### src/rtl/hsv_pkg.sv
// Shared constants and types for the HSV-to-RGB converter.
//   H_W       hue width (0-360 nominal, up to 511 accepted)
//   C_W       saturation / value / RGB channel width
//   HUE_FULL  one full turn of hue, in degrees
//   SECTOR_W  width of one hue sector, in degrees
//   FRAC_MUL  scale that maps 0..59 onto 0..251 after a >>8
package hsv_pkg;

  localparam int H_W      = 9;
  localparam int C_W      = 8;
  localparam int HUE_FULL = 360;
  localparam int SECTOR_W = 60;
  localparam int FRAC_MUL = 1092;

  typedef enum logic [2:0] {
    SEC_0 = 3'd0,  // red -> yellow
    SEC_1 = 3'd1,  // yellow -> green
    SEC_2 = 3'd2,  // green -> cyan
    SEC_3 = 3'd3,  // cyan -> blue
    SEC_4 = 3'd4,  // blue -> magenta
    SEC_5 = 3'd5   // magenta -> red
  } sector_t;

  // Start angle of a sector. This is the value subtracted from the reduced
  // hue to give the in-sector offset.
  function automatic logic [H_W-1:0] sector_base(input sector_t sec);
    logic [H_W-1:0] base;
    base = '0;
    case (sec)
      SEC_0:   base = H_W'(0);
      SEC_1:   base = H_W'(SECTOR_W);
      SEC_2:   base = H_W'(2 * SECTOR_W);
      SEC_3:   base = H_W'(3 * SECTOR_W);
      SEC_4:   base = H_W'(4 * SECTOR_W);
      SEC_5:   base = H_W'(5 * SECTOR_W);
      default: base = '0;
    endcase
    return base;
  endfunction

endpackage

### src/rtl/hsv_hue_sector.sv
// Combinational hue reduction for the first pipeline stage.
//   hue    raw hue, 0..511 (values 360 and above wrap once)
//   sector hue sector 0..5
//   frac8  position inside the sector, scaled to 0..251
import hsv_pkg::*;

module hsv_hue_sector (
  input  logic [H_W-1:0] hue,
  output sector_t        sector,
  output logic [C_W-1:0] frac8
);

  logic [H_W-1:0] h_red;
  logic [H_W-1:0] f_deg;

  // A single wrap is enough because the input never exceeds 511 < 720.
  assign h_red = (hue >= H_W'(HUE_FULL)) ? hue - H_W'(HUE_FULL) : hue;

  // Comparator chain in place of a divide by 60.
  always_comb begin
    sector = SEC_0;
    if      (h_red >= H_W'(5 * SECTOR_W)) sector = SEC_5;
    else if (h_red >= H_W'(4 * SECTOR_W)) sector = SEC_4;
    else if (h_red >= H_W'(3 * SECTOR_W)) sector = SEC_3;
    else if (h_red >= H_W'(2 * SECTOR_W)) sector = SEC_2;
    else if (h_red >= H_W'(SECTOR_W))     sector = SEC_1;
    else                                  sector = SEC_0;
  end

  assign f_deg = h_red - sector_base(sector);

  // f_deg is at most 59, so 59*1092 = 64428 still fits in 16 bits.
  assign frac8 = C_W'((17'(f_deg) * 17'(FRAC_MUL)) >> 8);

endmodule

### src/rtl/hsv_to_rgb.sv
// Four-stage pipelined HSV to 8-bit RGB converter, one pixel per clock.
//   clk        system clock
//   rst        synchronous active-high reset, clears every pipeline register
//   hsv_h      hue 0..511 (0..360 nominal)
//   hsv_s      saturation
//   hsv_v      value
//   valid_in   input pixel qualifier
//   rgb_r/g/b  converted pixel, held between valid pixels
//   valid_out  one-cycle strobe, 4 cycles after the matching valid_in
import hsv_pkg::*;

module hsv_to_rgb (
  input  logic           clk,
  input  logic           rst,
  input  logic [H_W-1:0] hsv_h,
  input  logic [C_W-1:0] hsv_s,
  input  logic [C_W-1:0] hsv_v,
  input  logic           valid_in,
  output logic [C_W-1:0] rgb_r,
  output logic [C_W-1:0] rgb_g,
  output logic [C_W-1:0] rgb_b,
  output logic           valid_out
);

  // Stage 1: reduced hue
  sector_t        sec_c;
  logic [C_W-1:0] frac_c;

  sector_t        s1_sector;
  logic [C_W-1:0] s1_frac;
  logic [C_W-1:0] s1_s;
  logic [C_W-1:0] s1_v;
  logic           s1_valid;

  // Stage 2: chroma-like term x = V*S/256
  sector_t        s2_sector;
  logic [C_W-1:0] s2_frac;
  logic [C_W-1:0] s2_x;
  logic [C_W-1:0] s2_v;
  logic           s2_valid;

  // Stage 3: the three derived channel levels
  sector_t        s3_sector;
  logic [C_W-1:0] s3_p;
  logic [C_W-1:0] s3_q;
  logic [C_W-1:0] s3_t;
  logic [C_W-1:0] s3_v;
  logic           s3_valid;

  logic [C_W-1:0] x_c;
  logic [C_W-1:0] p_c;
  logic [C_W-1:0] q_c;
  logic [C_W-1:0] t_c;
  logic [C_W-1:0] r_c;
  logic [C_W-1:0] g_c;
  logic [C_W-1:0] b_c;

  hsv_hue_sector u_hue_sector (
    .hue    (hsv_h),
    .sector (sec_c),
    .frac8  (frac_c)
  );

  always_ff @(posedge clk) begin
    if (rst) begin
      s1_sector <= SEC_0;
      s1_frac   <= '0;
      s1_s      <= '0;
      s1_v      <= '0;
      s1_valid  <= 1'b0;
    end else begin
      s1_sector <= sec_c;
      s1_frac   <= frac_c;
      s1_s      <= hsv_s;
      s1_v      <= hsv_v;
      s1_valid  <= valid_in;
    end
  end

  assign x_c = C_W'((16'(s1_v) * 16'(s1_s)) >> 8);

  always_ff @(posedge clk) begin
    if (rst) begin
      s2_sector <= SEC_0;
      s2_frac   <= '0;
      s2_x      <= '0;
      s2_v      <= '0;
      s2_valid  <= 1'b0;
    end else begin
      s2_sector <= s1_sector;
      s2_frac   <= s1_frac;
      s2_x      <= x_c;
      s2_v      <= s1_v;
      s2_valid  <= s1_valid;
    end
  end

  // x <= V by construction, and the scaled products are at most x, so the
  // subtractions below cannot wrap.
  assign p_c = s2_v - s2_x;
  assign q_c = s2_v - C_W'((16'(s2_x) * 16'(s2_frac)) >> 8);
  assign t_c = s2_v - C_W'((17'(s2_x) * (17'd256 - 17'(s2_frac))) >> 8);

  always_ff @(posedge clk) begin
    if (rst) begin
      s3_sector <= SEC_0;
      s3_p      <= '0;
      s3_q      <= '0;
      s3_t      <= '0;
      s3_v      <= '0;
      s3_valid  <= 1'b0;
    end else begin
      s3_sector <= s2_sector;
      s3_p      <= p_c;
      s3_q      <= q_c;
      s3_t      <= t_c;
      s3_v      <= s2_v;
      s3_valid  <= s2_valid;
    end
  end

  always_comb begin
    r_c = s3_v;
    g_c = s3_t;
    b_c = s3_p;
    case (s3_sector)
      SEC_0: begin r_c = s3_v; g_c = s3_t; b_c = s3_p; end
      SEC_1: begin r_c = s3_q; g_c = s3_v; b_c = s3_p; end
      SEC_2: begin r_c = s3_p; g_c = s3_v; b_c = s3_t; end
      SEC_3: begin r_c = s3_p; g_c = s3_q; b_c = s3_v; end
      SEC_4: begin r_c = s3_t; g_c = s3_p; b_c = s3_v; end
      SEC_5: begin r_c = s3_v; g_c = s3_p; b_c = s3_q; end
      default: begin r_c = s3_v; g_c = s3_t; b_c = s3_p; end
    endcase
  end

  // Outputs hold the last converted pixel while no valid pixel arrives.
  always_ff @(posedge clk) begin
    if (rst) begin
      rgb_r     <= '0;
      rgb_g     <= '0;
      rgb_b     <= '0;
      valid_out <= 1'b0;
    end else begin
      valid_out <= s3_valid;
      if (s3_valid) begin
        rgb_r <= r_c;
        rgb_g <= g_c;
        rgb_b <= b_c;
      end
    end
  end

endmodule

### config.mk
export PLATFORM = sky130hd
export DESIGN_NAME = hsv_to_rgb
export DESIGN_NICKNAME = d
export VERILOG_FILES = /design/src/rtl/hsv_pkg.sv /design/src/rtl/hsv_hue_sector.sv /design/src/rtl/hsv_to_rgb.sv
export SDC_FILE = /design/constraint.sdc
export NUM_CORES = 1
export LEC_CHECK = 0
export CORE_ASPECT_RATIO = 0.7
export CORE_MARGIN = 3
export CORE_UTILIZATION = 64
export CTS_BUF_LIST = sky130_fd_sc_hd__clkbuf_8
export DETAILED_ROUTE_END_ITERATION = 8
export PLACE_DENSITY = 0.95
export SYNTH_ARGS = -nofsm -noshare
export SYNTH_HDL_FRONTEND = slang
export SYNTH_HIERARCHICAL = 1
export SYNTH_SLANG_ARGS = --single-unit
### constraint.sdc
create_clock -name clk -period 8.4 [get_ports clk]
set_input_delay 1.68 -clock clk [delete_from_list [all_inputs] [get_ports clk]]
set_output_delay 1.68 -clock clk [all_outputs]
set_load 0.05 [all_outputs]
== Yosys cells after proc, flatten, opt, wreduce, memory -nomap -nowiden ==
Index checks and enable logic that the tools add are counted.

* Bits in registers: 117
* Input bits: 28
* Output and inout port bits: 25
* Logic and storage cells: 60

* Add/subtract/negate cells: 6
* $mul: 4
* Magnitude comparators: 6
* Equality and inequality tests: 10
* Mux-type cells: 10
* Reductions and logical operators: 4

{| class="wikitable"
|+ Operator list
! cell !! count
|-
| $pmux W8 S3 || 3
|-
| $pmux W9 S5 || 1
|-
| $mul A8 B8 Y16 || 2
|-
| $sub A8 B8 Y8 || 3
|-
| $ge A9 B8 Y1 const B || 2
|-
| $ge A9 B9 Y1 const B || 2
|-
| $mul A9 B10 Y16 || 1
|-
| $mul A9 B9 Y14 const B || 1
|-
| $eq A3 B2 Y1 const B || 4
|-
| $eq A3 B3 Y1 const B || 4
|-
| $mux W3 || 4
|-
| $sub A9 B8 Y10 const A || 1
|-
| $ge A9 B6 Y1 const B || 1
|-
| $ge A9 B7 Y1 const B || 1
|-
| $mux W9 || 1
|-
| $sub A9 B9 Y9 || 1
|-
| $sub A9 B9 Y9 const B || 1
|-
| $reduce_or A2 Y1 || 4
|-
| $eq A3 B1 Y1 const B || 2
|-
| $mux W1 || 1
|}

== Longest topological paths before layout ==
Gate-level depths: netlist (run 1).

* Depth in word-level cells: 12
* Gate-level depth with buffers: 29
* Depth with buffers taken out: 28

== Cells and area by module ==
Netlist (run 1), hierarchy kept.

{| class="wikitable"
|+ By module, submodules not included
! module !! instances !! cells each !! area an instance (um^2) !! seq. area each (um^2)
|-
| hsv_to_rgb || 1 || 1215 || 10730.3 || 2342.2
|-
| hsv_hue_sector || 1 || 148 || 1184.9 || 0.0
|}

== Least setup slack after synthesis (run 1) ==
OpenSTA, ideal clock, no wires.

* Path type: input to register
* Start: input port hsv_h[3]
* End: register s1_frac[7]
* Library setup time: 128 ps
* Arrival time: 6301 ps
* Data required time: 8272 ps
* Setup slack: 1971 ps
* Stages: 25
* Path buffers: 1
* Cell sequence: clkbuf_1 inv_1 ha_1 nand2b_1 o21ai_1 o21ai_2 and2_1 a211o_2 a21oi_1 ha_1 a21o_1 a21o_1 a21o_1 a21oi_1 xnor2_1 ha_1 ha_1 ha_1 a21o_1 a21oi_1 nor2b_1 o21ai_0 a21oi_1 xnor2_1 nor2b_1

* Longest elaborated chain between the ends: 12
* Elaborated cells on any way between the ends: 21
* Those cells by class: add/sub: 2; mul: 1; order compare: 6; eq/ne: 5; mux: 7

{| class="wikitable"
|+ RTL lines
! element !! line !! text
|-
| start, declared || hsv_to_rgb.sv:15 || <nowiki>input logic [H_W-1:0] hsv_h,</nowiki>
|-
| $sub A9 B9 Y9 or $ge A9 B9 Y1 (tied branches) || hsv_hue_sector.sv:17 || <nowiki>assign h_red = (hue >= H_W'(HUE_FULL)) ? hue - H_W'(HUE_FULL) : hue;</nowiki>
|-
| $mux W9 (*) || hsv_hue_sector.sv:17 ||
|-
| $ge A9 B6 Y1 || hsv_hue_sector.sv:26 || <nowiki>else if (h_red >= H_W'(SECTOR_W)) sector = SEC_1;</nowiki>
|-
| $mux W1 || hsv_hue_sector.sv:26 ||
|-
| $mux W3 || hsv_hue_sector.sv:25 || <nowiki>else if (h_red >= H_W'(2 * SECTOR_W)) sector = SEC_2;</nowiki>
|-
| $mux W3 || hsv_hue_sector.sv:24 || <nowiki>else if (h_red >= H_W'(3 * SECTOR_W)) sector = SEC_3;</nowiki>
|-
| $mux W3 || hsv_hue_sector.sv:23 || <nowiki>else if (h_red >= H_W'(4 * SECTOR_W)) sector = SEC_4;</nowiki>
|-
| $mux W3 || hsv_hue_sector.sv:22 || <nowiki>if (h_red >= H_W'(5 * SECTOR_W)) sector = SEC_5;</nowiki>
|-
| $eq A3 B3 Y1, or another cell as far along || hsv_pkg.sv:29 || <nowiki>case (sec)</nowiki>
|-
| $pmux W9 S5 || hsv_pkg.sv:29 ||
|-
| $sub A9 B9 Y9 (*) || hsv_hue_sector.sv:30 || <nowiki>assign f_deg = h_red - sector_base(sector);</nowiki>
|-
| $mul A9 B9 Y14 (*) || hsv_hue_sector.sv:33 || <nowiki>assign frac8 = C_W'((17'(f_deg) * 17'(FRAC_MUL)) >> 8);</nowiki>
|-
| named net frac_c[7] || hsv_to_rgb.sv:27 || <nowiki>logic [C_W-1:0] frac_c;</nowiki>
|-
| end signal, assigned || hsv_to_rgb.sv:73 || <nowiki>s1_frac <= frac_c;</nowiki>
|-
| end, declared || hsv_to_rgb.sv:30 || <nowiki>logic [C_W-1:0] s1_frac;</nowiki>
|}

Mark *: on every way through the listed nets, which the timed path passes. The rest lies on a longest branch.
A chain may end at the register's enable or synchronous reset.

== Final worst setup path (run 1) ==
* Start: register s2_frac[3]
* End: register s3_t[7]

* Longest elaborated chain between the ends: 3

{| class="wikitable"
|+ RTL lines
! element !! line !! text
|-
| start, declared || hsv_to_rgb.sv:37 || <nowiki>logic [C_W-1:0] s2_frac;</nowiki>
|-
| start signal, assigned || hsv_to_rgb.sv:91 || <nowiki>s2_frac <= s1_frac;</nowiki>
|-
| $sub A9 B8 Y10 || hsv_to_rgb.sv:102 || <nowiki>assign t_c = s2_v - C_W'((17'(s2_x) * (17'd256 - 17'(s2_frac))) >> 8);</nowiki>
|-
| $mul A9 B10 Y16 || hsv_to_rgb.sv:102 ||
|-
| $sub A8 B8 Y8 || hsv_to_rgb.sv:102 ||
|-
| end signal, assigned || hsv_to_rgb.sv:116 || <nowiki>s3_t <= t_c;</nowiki>
|-
| end, declared || hsv_to_rgb.sv:46 || <nowiki>logic [C_W-1:0] s3_t;</nowiki>
|}

No other way between the ends.

==> out/qor.yml, run 1 <==
end_kind: "register"
dp_cells: 1604
worstRegToRegCells: 25
fin_crit_sh: 0.853
dp_hpwl_um: 20800
finClkSkew_ps: 17.4
viasPerCell: 5.88
clk_pin_slew_ps: 70
finalWirelength_um: 27300
die_w_um: 169
synthXorXnorAreaFrac: 0.0460
antenna_found_initial: 0
mostFrequentLayoutCell: "inv_1"
io_buffers: 52
worstHoldStart: "s1_valid"
r2r_slack_ps: 1240
post_cts_resized: 0
clock_path_buffers: 2
num-nets-final: 1683
tightest_slew_ps: 878
setup_viol: 0
hold_viol_final: 0
synth_fa_ha_area_frac: 0.355
initial_utilization: 0.656
power_density_nw_per_um2: 190
synth_top_family_by_area: "adder cells"
cp_max_fo: 11
async_reset_ff_frac: 0
cts_setup_buffers: 0
first_pass_iters: 8
seq_area_frac_synth: 0.197
reg2reg_to: "s3_t[7]"
synthSimpleGateAreaFrac: 0.201
syn_nets: 1659
syn_area_per_cell_um2: 8.74
cts_made_buffers: 17
criticalPathCategory: "reg -> reg"
antenna_left: 0
max-cap-violations: 0
grt_max_degree: 72
slew_headroom: 0.413
yosys.cell_types.count: 71
timing.fmax_mhz: 140
synthMuxAreaShare: 0.0133
synth.ff_latch_count: 117
whs_endpoint: "s2_valid"
synthCells: 1363
final_cell_mix: "201 x inv_1, 152 x ha_1, 126 x nand2_1"
clk_latency_ps: 430
cts_root_buf: "clkbuf_8"
drc: 0
whs_path_depth: 1
slowest_stage: "dfxtp_1"
grt_overflow: 0
timing.rr.start: "s2_frac[3]"
required_ps: 8760
fin_cells: 1635
p_total_mw: 2.46
vias: 9613
h-tree-depth: 4
start_kind: "register"
grt_pass1_wl_um: 46400
clock_sinks: 117
grt_pass1_vias: 9803
p_leak_nw: 6.25
synth_edf_count: 0
yosysWarnings: 6
rsz0062_at_grt: "false"
max_stage_delay_ps: 690
netlist_area_um2: 11900
hold_ws_ps: 429
vdd_drop_max_uv: 296
gr-usage-all-layers: 0.278
cts_tree: "built"
hold_buffers: 0
rows: 41
fin_tns_setup_ps: 0
final_max_slew_viol_count: 0
hp-class: "reg -> reg"
final_layout_size_suffix_gt1_frac: 0.0407
dominantRegCellSynth: "dfxtp_1"
worstPathArrival_ps: 7520
cpMostUsedCell: "fa_1"
coreArea_um2: 18200
area_delta_synth_final_pct: 8.58
dieArea_um2: 20300
fp.dieH_um: 120
io_pins: 53
first_iter_violations: 804
detail_route.wl_per_cell_um: 16.7
synth_compound_area_frac: 0.109
place.gp.congestion: 0.945
period_needed_ps: 7160
status: "finished, final reports clean"
antenna_cells: 0
-- logic make-up (layout without fill, tap and decap cells) --
kind of cell / count (synthesis) / after routing
and+or+nand+nor: 468 / 468
adders and majority gates: 268 / 268
buffers and inverters: 252 / 288
AOI/OAI and AO/OA: 182 / 182
DFF: 117 / 117
xor gates and xnor gates: 61 / 61
muxes: 15 / 15
-- per-layer routing --
layer,routed length [µm],part of all wire,up-vias,track usage
li1,-,-,4461,-
met1,11700,0.43,4585,0.385
met3,2520,0.092,84,0.0586
met4,466,0.017,0,0.0695
met5,0,0,-,0
met2,12600,0.46,483,0.451
-- critical path: cells and delay by family, from the launching register on --
| family | cells | cell delay, ps |
|---|---|---|
| AO/OA/AOI/OAI | 7 | 1360 |
| XOR/XNOR | 3 | 1330 |
| adder cells (fa/ha/maj) | 6 | 2550 |
| buffers and inverters | 3 | 170 |
| flip-flops | 1 | 690 |
| AND/OR/NAND/NOR | 6 | 990 |
-- cells in the mapped netlist, types with 4 or more instances --
library cell,number,area (µm²)
a21o_1,20,150
a21oi_1,48,240
a221oi_1,18,158
a22oi_1,8,60.1
a31oi_1,8,50.1
and2_1,99,619
and3_1,4,25.0
clkbuf_1,42,158
dfxtp_1,117,2340
fa_1,116,2320
ha_1,152,1900
inv_1,201,754
mux2_1,4,45.0
mux2i_1,10,100
nand2_1,126,473
nand2b_1,9,56.3
nand3_1,12,60.1
nor2_1,85,319
nor2b_1,76,475
nor3_1,31,155
nor4_1,4,25.0
o211ai_1,10,75.1
o21a_1,5,37.5
o21ai_0,17,85.1
o21ai_1,6,30.0
o21bai_1,6,45.0
xnor2_1,40,350
xor2_1,20,175
-- state kept, by name (all words and copies together), names as in the netlist, 3 cells and up --
name and count:
rgb_b 8, rgb_g 8, rgb_r 8, s1_frac 8, s1_s 8, s1_sector 3
s1_v 8, s2_frac 8, s2_sector 3, s2_v 8, s2_x 8, s3_p 8
s3_q 8, s3_sector 3, s3_t 8, s3_v 8
-- final cells by class --
cell class,count,area [µm²]
Clock buffer,17,234
Clock inverter,14,151
Fill cell,1259,5220
Tap cell,236,295
Multi-Input combinational cell,994,8620
Timing Repair Buffer,54,533
Sequential cell,117,2340
Inverter,203,762
-- how the worst max path moves through the flow --
stage | startpoint | to | slack [ps] | cells after the start
after detailed placement | hsv_h[3] | s1_frac[5] | 1040 | 24
final | s2_frac[3] | s3_t[7] | 1240 | 25
after CTS | s2_frac[2] | s3_t[7] | 1350 | 25
after global placement | hsv_h[3] | s1_frac[7] | 1300 | 24
after global routing | s2_frac[3] | s3_t[7] | 720 | 25
after floorplan | hsv_h[3] | s1_frac[7] | 1970 | 25
-- power by group --
part / total [mW] / internal, mW / switching [mW]
Combinational: 1.21 / 0.528 / 0.682
Sequential: 0.736 / 0.631 / 0.105
Clock: 0.510 / 0.265 / 0.245
-- stage by stage --
step	cell area (µm²)	utilization	setup slack, ps
after global routing	12900	0.712	722
after detailed placement	12600	0.691	1040
after CTS	12900	0.712	1350
after floorplan	11900	-	1970
after global placement	12600	0.691	1300
final	12900	0.712	1240
No activity file was read; power rests on OpenSTA's default activity.
==> run 2, diff against run 1 <==
Settings changed: CORE_UTILIZATION 64 to 58, PLACE_DENSITY 0.95 to 0.91.
Clock period 8.4 ns to 6 ns, I/O delays scaled along.
==> run 2 against run 1 <==
Worst hold slack improved by 0.85 ps. Clock-buffer cell count increased by 3. The run now ends with negative setup slack left. Clock power increased by 45%. Setup slack got worse by 1300 ps. Final cell count increased by 9.9%. Clock skew decreased by 3.4 ps. Flip-flop and latch count unchanged. Critical path depth increased by 1. Combinational power increased by 99%. Die area increased by 9.9%. Register-to-register slack got worse by 1300 ps. Via count increased by 7.2%.
==> out/qor.yml, run 2 (synthesis results as in run 1) <==
slew_headroom: 0.508  # +0.0944
hold_viol_final: 0  # unchanged
switching_power_mw: 1.68  # +63%
detail_route.wl_per_cell_um: 17.9  # +7.0%
gr-usage-all-layers: 0.285  # +0.00655
p_leak_nw: 7.02  # +12%
io_buffers: 52  # unchanged
clk_latency_ps: 450  # +20 ps
drc: 0  # unchanged
hp-class: "reg -> reg"
final_max_slew_viol_count: 0  # unchanged
dp_worst_setup_slack_ps: -725  # -1770 ps
dp_hpwl_um: 23000  # +10%
fillCellCount: 1324  # +5.2%
final_layout_size_suffix_gt1_frac: 0.169  # +0.128
required_ps: 6370  # -2390 ps
start_kind: "register"
seq_power_share: 0.241  # -0.059
grt_pass1_vias: 10800  # +9.7%
setup_viol: 2  # +2
h-tree-depth: 4  # unchanged
max-cap-violations: 0  # unchanged
r2r_slack_ps: -70  # -1300 ps
timing.fmax_mhz: 165  # +18%
violations: "negative setup slack"
status: "complete, but fails checks"
cp_max_fo: 3  # -8
cell_internal_pwr_mw: 2.47  # +74%
num-nets-final: 1811  # +7.6%
grt_pass1_wl_um: 51200  # +10%
initial_utilization: 0.597  # -0.0592
clock_path_buffers: 2  # unchanged
finClkSkew_ps: 14.0  # -3.40 ps
coreArea_um2: 20000  # +9.9%
worstPathArrival_ps: 6440  # -1080 ps
area_delta_synth_final_pct: 20.9
hold_buffers: 0  # unchanged
io_pins: 53  # unchanged
place.gp.congestion: 0.940  # -0.57%
switching_share: 0.405  # -0.0148
first_pass_iters: 7  # -1
layout_setup_ws_ps: -67.4  # -1300 ps
dieArea_um2: 22300  # +9.9%
fin_crit_sh: 1.01  # +0.158
cts_tree: "built"
clock_sinks: 117  # unchanged
post_dp_cell_area_um2: 13500  # +7.5%
criticalPathCategory: "reg -> reg"
vdd_drop_max_uv: 489  # +65%
antenna_left: 0  # unchanged
antenna_cells: 0  # unchanged
fp.dieH_um: 126  # +4.8%
cts_root_buf: "clkbuf_8"
final_cell_mix: "197 x inv_1, 142 x ha_1, 130 x buf_4"
end_kind: "register"
period_needed_ps: 6070  # -1100 ps
power_density_nw_per_um2: 288  # +52%
first_iter_violations: 963  # +20%
grt_max_degree: 63  # -13%
combPwrFrac: 0.581  # +0.088
tightest_slew_ps: 737  # -141 ps
vias: 10300  # +7.2%
mostFrequentLayoutCell: "inv_1"
finalWirelength_um: 32100  # +18%
grt_overflow: 0  # unchanged
die_w_um: 177  # +4.9%
rsz0062_at_grt: "true"
antenna_found_initial: 0  # unchanged
clk_pin_slew_ps: 70  # about the same
final_area_um2: 14400  # +11%
cts_made_buffers: 17  # unchanged
rows: 43  # +4.9%
viasPerCell: 5.73  # -2.5%
pwr-share-clk: 0.178  # -0.030
run 2: changes by cell type in the layout (fill, tap and decap cells not counted), sizes merged:
cell / before / now
dlymetal6s2s: 0 / 5
clkinvlp: 2 / 4
clkdlybuf4s50: 51 / 46
clkinv: 6 / 4
clkbuf: 17 / 20
inv: 207 / 204
buf: 3 / 131
run 2: final timing paths:
kind / start / endpoint / cells after the start
max reg2reg: s2_frac[4] / s3_t[7] / 26
min: s2_sector[0] / s3_sector[0] / 1
max: s2_frac[4] / s3_t[7] / 26
min reg2reg: s2_sector[0] / s3_sector[0] / 1
run 2: layout make-up:
class | count | area (µm²) | share of cell area
multi-input cells | 994 | 9040 | 0.627
repair buffers | 182 | 1510 | 0.105
inverters | 203 | 762 | 0.0529
clock inverters | 11 | 126 | 0.00877
flip-flops and latches | 117 | 2360 | 0.164
well taps | 270 | 338 | 0.0234
clock buffers | 20 | 275 | 0.0191
run 2: power groups by stage:
stage,registers [mW],logic [mW],clock network (mW)
3_3_place_gp,0.994,1.97,0
4_1_cts,0.985,2.22,0.749
5_1_grt,1.01,2.63,0.785
3_5_place_dp,0.999,2.09,0
6_report,1.00,2.41,0.741
2_1_floorplan,0.968,1.29,0
run 2: layer usage:
metal,GRT usage,share of wire
met2,0.460,0.47
met1,0.371,0.40
met3,0.0711,0.092
met4,0.109,0.037
met5,0,0
run 2: what timing repair did:
item / in CTS / in global routing
buffers inserted: 2 / 6
pin swaps: 13 / 46
resized for setup: 28 / 73
setup endpoints to repair: 8 / 12
run 2: worst max-delay path, cell delays in order (launching register included):
cell	delay [ps]
dfxtp_2	340
nor3_4	250
nand3_2	180
nor3_2	230
xnor2_1	130
buf_4	150
nand2_2	60
fa_1	530
inv_2	40
fa_1	490
inv_2	40
fa_1	460
fa_1	500
inv_2	50
ha_4	160
nor4_4	350
o41ai_4	180
a31oi_4	180
o21bai_1	120
a21oi_1	170
xor2_1	230
ha_1	280
o21ai_1	110
a21oi_2	70
o41ai_2	330
xnor3_1	260
nor2_1	100
run 2: through the flow:
stage	util	hold slack [ps]	TNS, ps	total power [mW]	instances
2_1_floorplan	-	414	0	2.26	1363
3_3_place_gp	0.676	415	-1600	2.97	1758
3_5_place_dp	0.676	425	-3660	3.09	1758
4_1_cts	0.704	431	-2.57	3.96	1791
5_1_grt	0.722	445	-913	4.42	1797
6_report	0.722	430	-111	4.16	1797
==> run 3, diff against run 2 <==
Settings changed: HOLD_SLACK_MARGIN set to 0.12, SYNTH_HIERARCHICAL 1 to not set.
==> run 3 against run 2 <==
The flow still finishes with violations (negative setup slack). Final cell count is 2.2% lower. Register-to-register slack got worse by 410 ps. Power is 14% higher. Critical path depth up 1. Routed wire length increased by 23%. Critical endpoint unchanged. Largest power group unchanged.
==> out/qor.yml, run 3 <==
use_met3: 0.0780  # +0.00687
status: "complete, but fails checks"
start_kind: "register"
power_density_nw_per_um2: 329  # +14%
clock_sinks: 117  # unchanged
layout_setup_ws_ps: -479  # -412 ps
first_pass_iters: 8  # +1
drc: 0  # unchanged
crit_start: "s2_frac[1]"
grt_pass1_wl_um: 55400  # +8.3%
clock_path_buffers: 2  # unchanged
yosysTopAreaCell: "dfxtp_1"
required_ps: 6280  # -90 ps
detail_route.wl_per_cell_um: 22.6  # +26%
dp_hpwl_um: 22500  # -2.0%
finClkSkew_ps: 24.6  # +10.7 ps
cts_tree: "built"
worstPathArrival_ps: 6760  # +320 ps
dominantRegCellSynth: "dfxtp_1"
syn_area_per_cell_um2: 8.81  # +0.73%
vias: 11000  # +7.2%
final_max_slew_viol_count: 0  # unchanged
dieArea_um2: 21800  # -2.3%
synthCells: 1320  # -3.2%
hp-class: "reg -> reg"
syn_nets: 1616  # -2.6%
first_iter_violations: 1765  # +83%
cts_made_buffers: 17  # unchanged
hold_ws_ps: 463  # +33.3 ps
vdd_drop_max_uv: 274  # -44%
met2_usage: 0.526  # +0.0660
max-cap-violations: 0  # unchanged
switching_share: 0.423  # +0.0178
whs_endpoint: "s3_valid"
post_dp_cell_area_um2: 13100  # -3.1%
tightest_slew_ps: 1260  # +526 ps
period_needed_ps: 6480  # +412 ps
p_total_mw: 4.74  # +14%
initial_utilization: 0.603  # +0.00576
met1_usage: 0.391  # +0.0192
gr-usage-all-layers: 0.315  # +0.0299
synth.ff_latch_count: 117  # unchanged
antenna_cells: 0  # unchanged
worstRegToRegCells: 27  # +3.8%
die_w_um: 175  # -1.2%
finalWirelength_um: 39700  # +23%
final_util: 0.748  # +0.0258
cts_root_buf: "clkbuf_8"
synthTopCellsByArea: "dfxtp_1 20%, fa_1 20%, ha_1 16%, inv_1 6.1%, and2_1 4.4%"
synth_most_common_cell: "inv_1"
switching_power_mw: 2.01  # +19%
synth.top_cell.area_share: 0.202  # +0.00493
mostFrequentLayoutCell: "inv_1"
end_kind: "register"
netlist_area_um2: 11600  # -2.4%
timing.rr.start: "s2_frac[1]"
setup_viol: 10  # +8
io_pins: 53  # unchanged
coreArea_um2: 19300  # -3.4%
viasPerCell: 6.28  # +9.5%
synth_edf_count: 0  # unchanged
seq_power_share: 0.213  # -0.028
reg2reg_to: "s3_t[7]"
dp_worst_setup_slack_ps: -746  # -21.7 ps
violations: "negative setup slack"
grt.busiest_layer: "met2"
yosys.cell_types.count: 67  # -5.6%
area_delta_synth_final_pct: 24.0
combPwrFrac: 0.612  # +0.031
antenna_left: 0  # unchanged
cell_internal_pwr_mw: 2.73  # +11%
hold_viol_final: 0  # unchanged
fin_crit_sh: 1.08  # +0.0686
whs_path_depth: 1  # unchanged
num-nets-final: 1777  # -1.9%
final_area_um2: 14400  # about the same
antenna_found_initial: 0  # unchanged
pwr-share-clk: 0.175  # -0.003
timing.fmax_mhz: 154  # -6.4%
rows: 42  # -2.3%
place.gp.congestion: 0.946  # +0.67%
p_leak_nw: 6.93  # -1.3%
final_cell_mix: "184 x inv_1, 133 x buf_4, 127 x ha_1"
slew_headroom: 0.151  # -0.356
rsz0062_at_grt: "true"
grt_max_degree: 118  # +87%
async_reset_ff_frac: 0  # unchanged
cp_max_fo: 5  # +2
criticalPathCategory: "reg -> reg"
worstHoldStart: "s2_valid"
clk_latency_ps: 470  # +20 ps
grt_overflow: 0  # unchanged
io_buffers: 52  # unchanged
clk_pin_slew_ps: 90  # +20 ps
grt_pass1_vias: 11100  # +3.0%
fp.dieH_um: 124  # -1.2%
h-tree-depth: 4  # unchanged
yosysWarnings: 0  # -6
synth_common_cells: "190 x inv_1, 152 x ha_1, 121 x nand2_1, 117 x dfxtp_1, 116 x fa_1"
final_layout_size_suffix_gt1_frac: 0.198  # +0.0292
r2r_slack_ps: -480  # -410 ps
seq_area_frac_synth: 0.202  # +0.00493
[run 3: changes by cell type in the layout (fill, tap and decap cells not counted), moves of 7 or more]
cell	change
nor2b_1	-7
nor2_1	+15
ha_1	-15
ha_4	+16
inv_1	-13
and2_1	-17
xnor2_2	+8
[run 3: cell type report]
cell class	instances	area [µm²]
multi-input cells	965	9040
clock buffers	18	248
clock inverters	14	176
inverters	192	726
repair buffers	188	1540
well taps	264	330
flip-flops and latches	117	2350
fillers	1073	4870
[run 3: cell families after synthesis]
kind of cell / Yosys count / share of synthesized area
AOI/OAI and AO/OA: 165 / 0.0996
xor gates and xnor gates: 63 / 0.0491
adders and majority gates: 269 / 0.364
buffers and inverters: 238 / 0.0789
DFF: 117 / 0.202
muxes: 6 / 0.00560
and+or+nand+nor: 462 / 0.201
[run 3: power groups by stage]
stage / sequential [mW] / combinational [mW] / clock, mW
floorplan: 0.967 / 1.29 / 0
global placement: 0.994 / 1.93 / 0
detailed placement: 1.00 / 2.03 / 0
CTS: 0.989 / 2.37 / 0.795
global route: 1.01 / 3.08 / 0.850
finish: 1.01 / 2.90 / 0.829
[run 3: worst max-delay path, stage by stage (launching register included)]
cell      delay [ps]
dfxtp_2          340
inv_2             90
ha_4             140
or3b_4           400
nor3_4           210
xnor2_2          180
nand2_1          110
fa_1             520
inv_1             60
fa_1             460
fa_1             580
fa_2             470
ha_4             310
and3_1           150
nand4_1          140
a21boi_2         280
a311oi_2         130
buf_4            180
nor2b_1          180
nor2_2            90
xor2_2           170
ha_4             300
nor3_2            50
nor2_1           170
o41ai_2          110
xnor2_1          210
xnor2_1          160
nor2_1            70
[run 3: worst max-delay path by stage]
stage / to / slack (ps) / depth (start not counted)
floorplan: s3_t[6] / 8 / 25
global placement: s1_frac[7] / -570 / 28
detailed placement: s1_frac[7] / -750 / 28
CTS: s3_t[7] / -320 / 27
global route: s3_t[7] / -650 / 25
finish: s3_t[7] / -480 / 27
[run 3: stage by stage]
step / setup TNS (ps) / instances
floorplan: 0 / 1320
global placement: -2670 / 1690
detailed placement: -4600 / 1690
CTS: -622 / 1741
global route: -4590 / 1758
finish: -2940 / 1758
[run 3: per-layer routing]
metal	share of wire	up-vias
met2	0.45	966
met5	0	-
met1	0.34	5152
met3	0.12	327
li1	-	4596
met4	0.083	0
[run 3: timing repair]
| action | in CTS | in global routing |
|---|---|---|
| gates resized for setup | 65 | 73 |
| hold endpoints to repair | 0 | 0 |
| hold buffers | 0 | 0 |
| pin swaps | 61 | 71 |
| endpoints found under the setup margin | 9 | 13 |
| setup buffers | 20 | 20 |
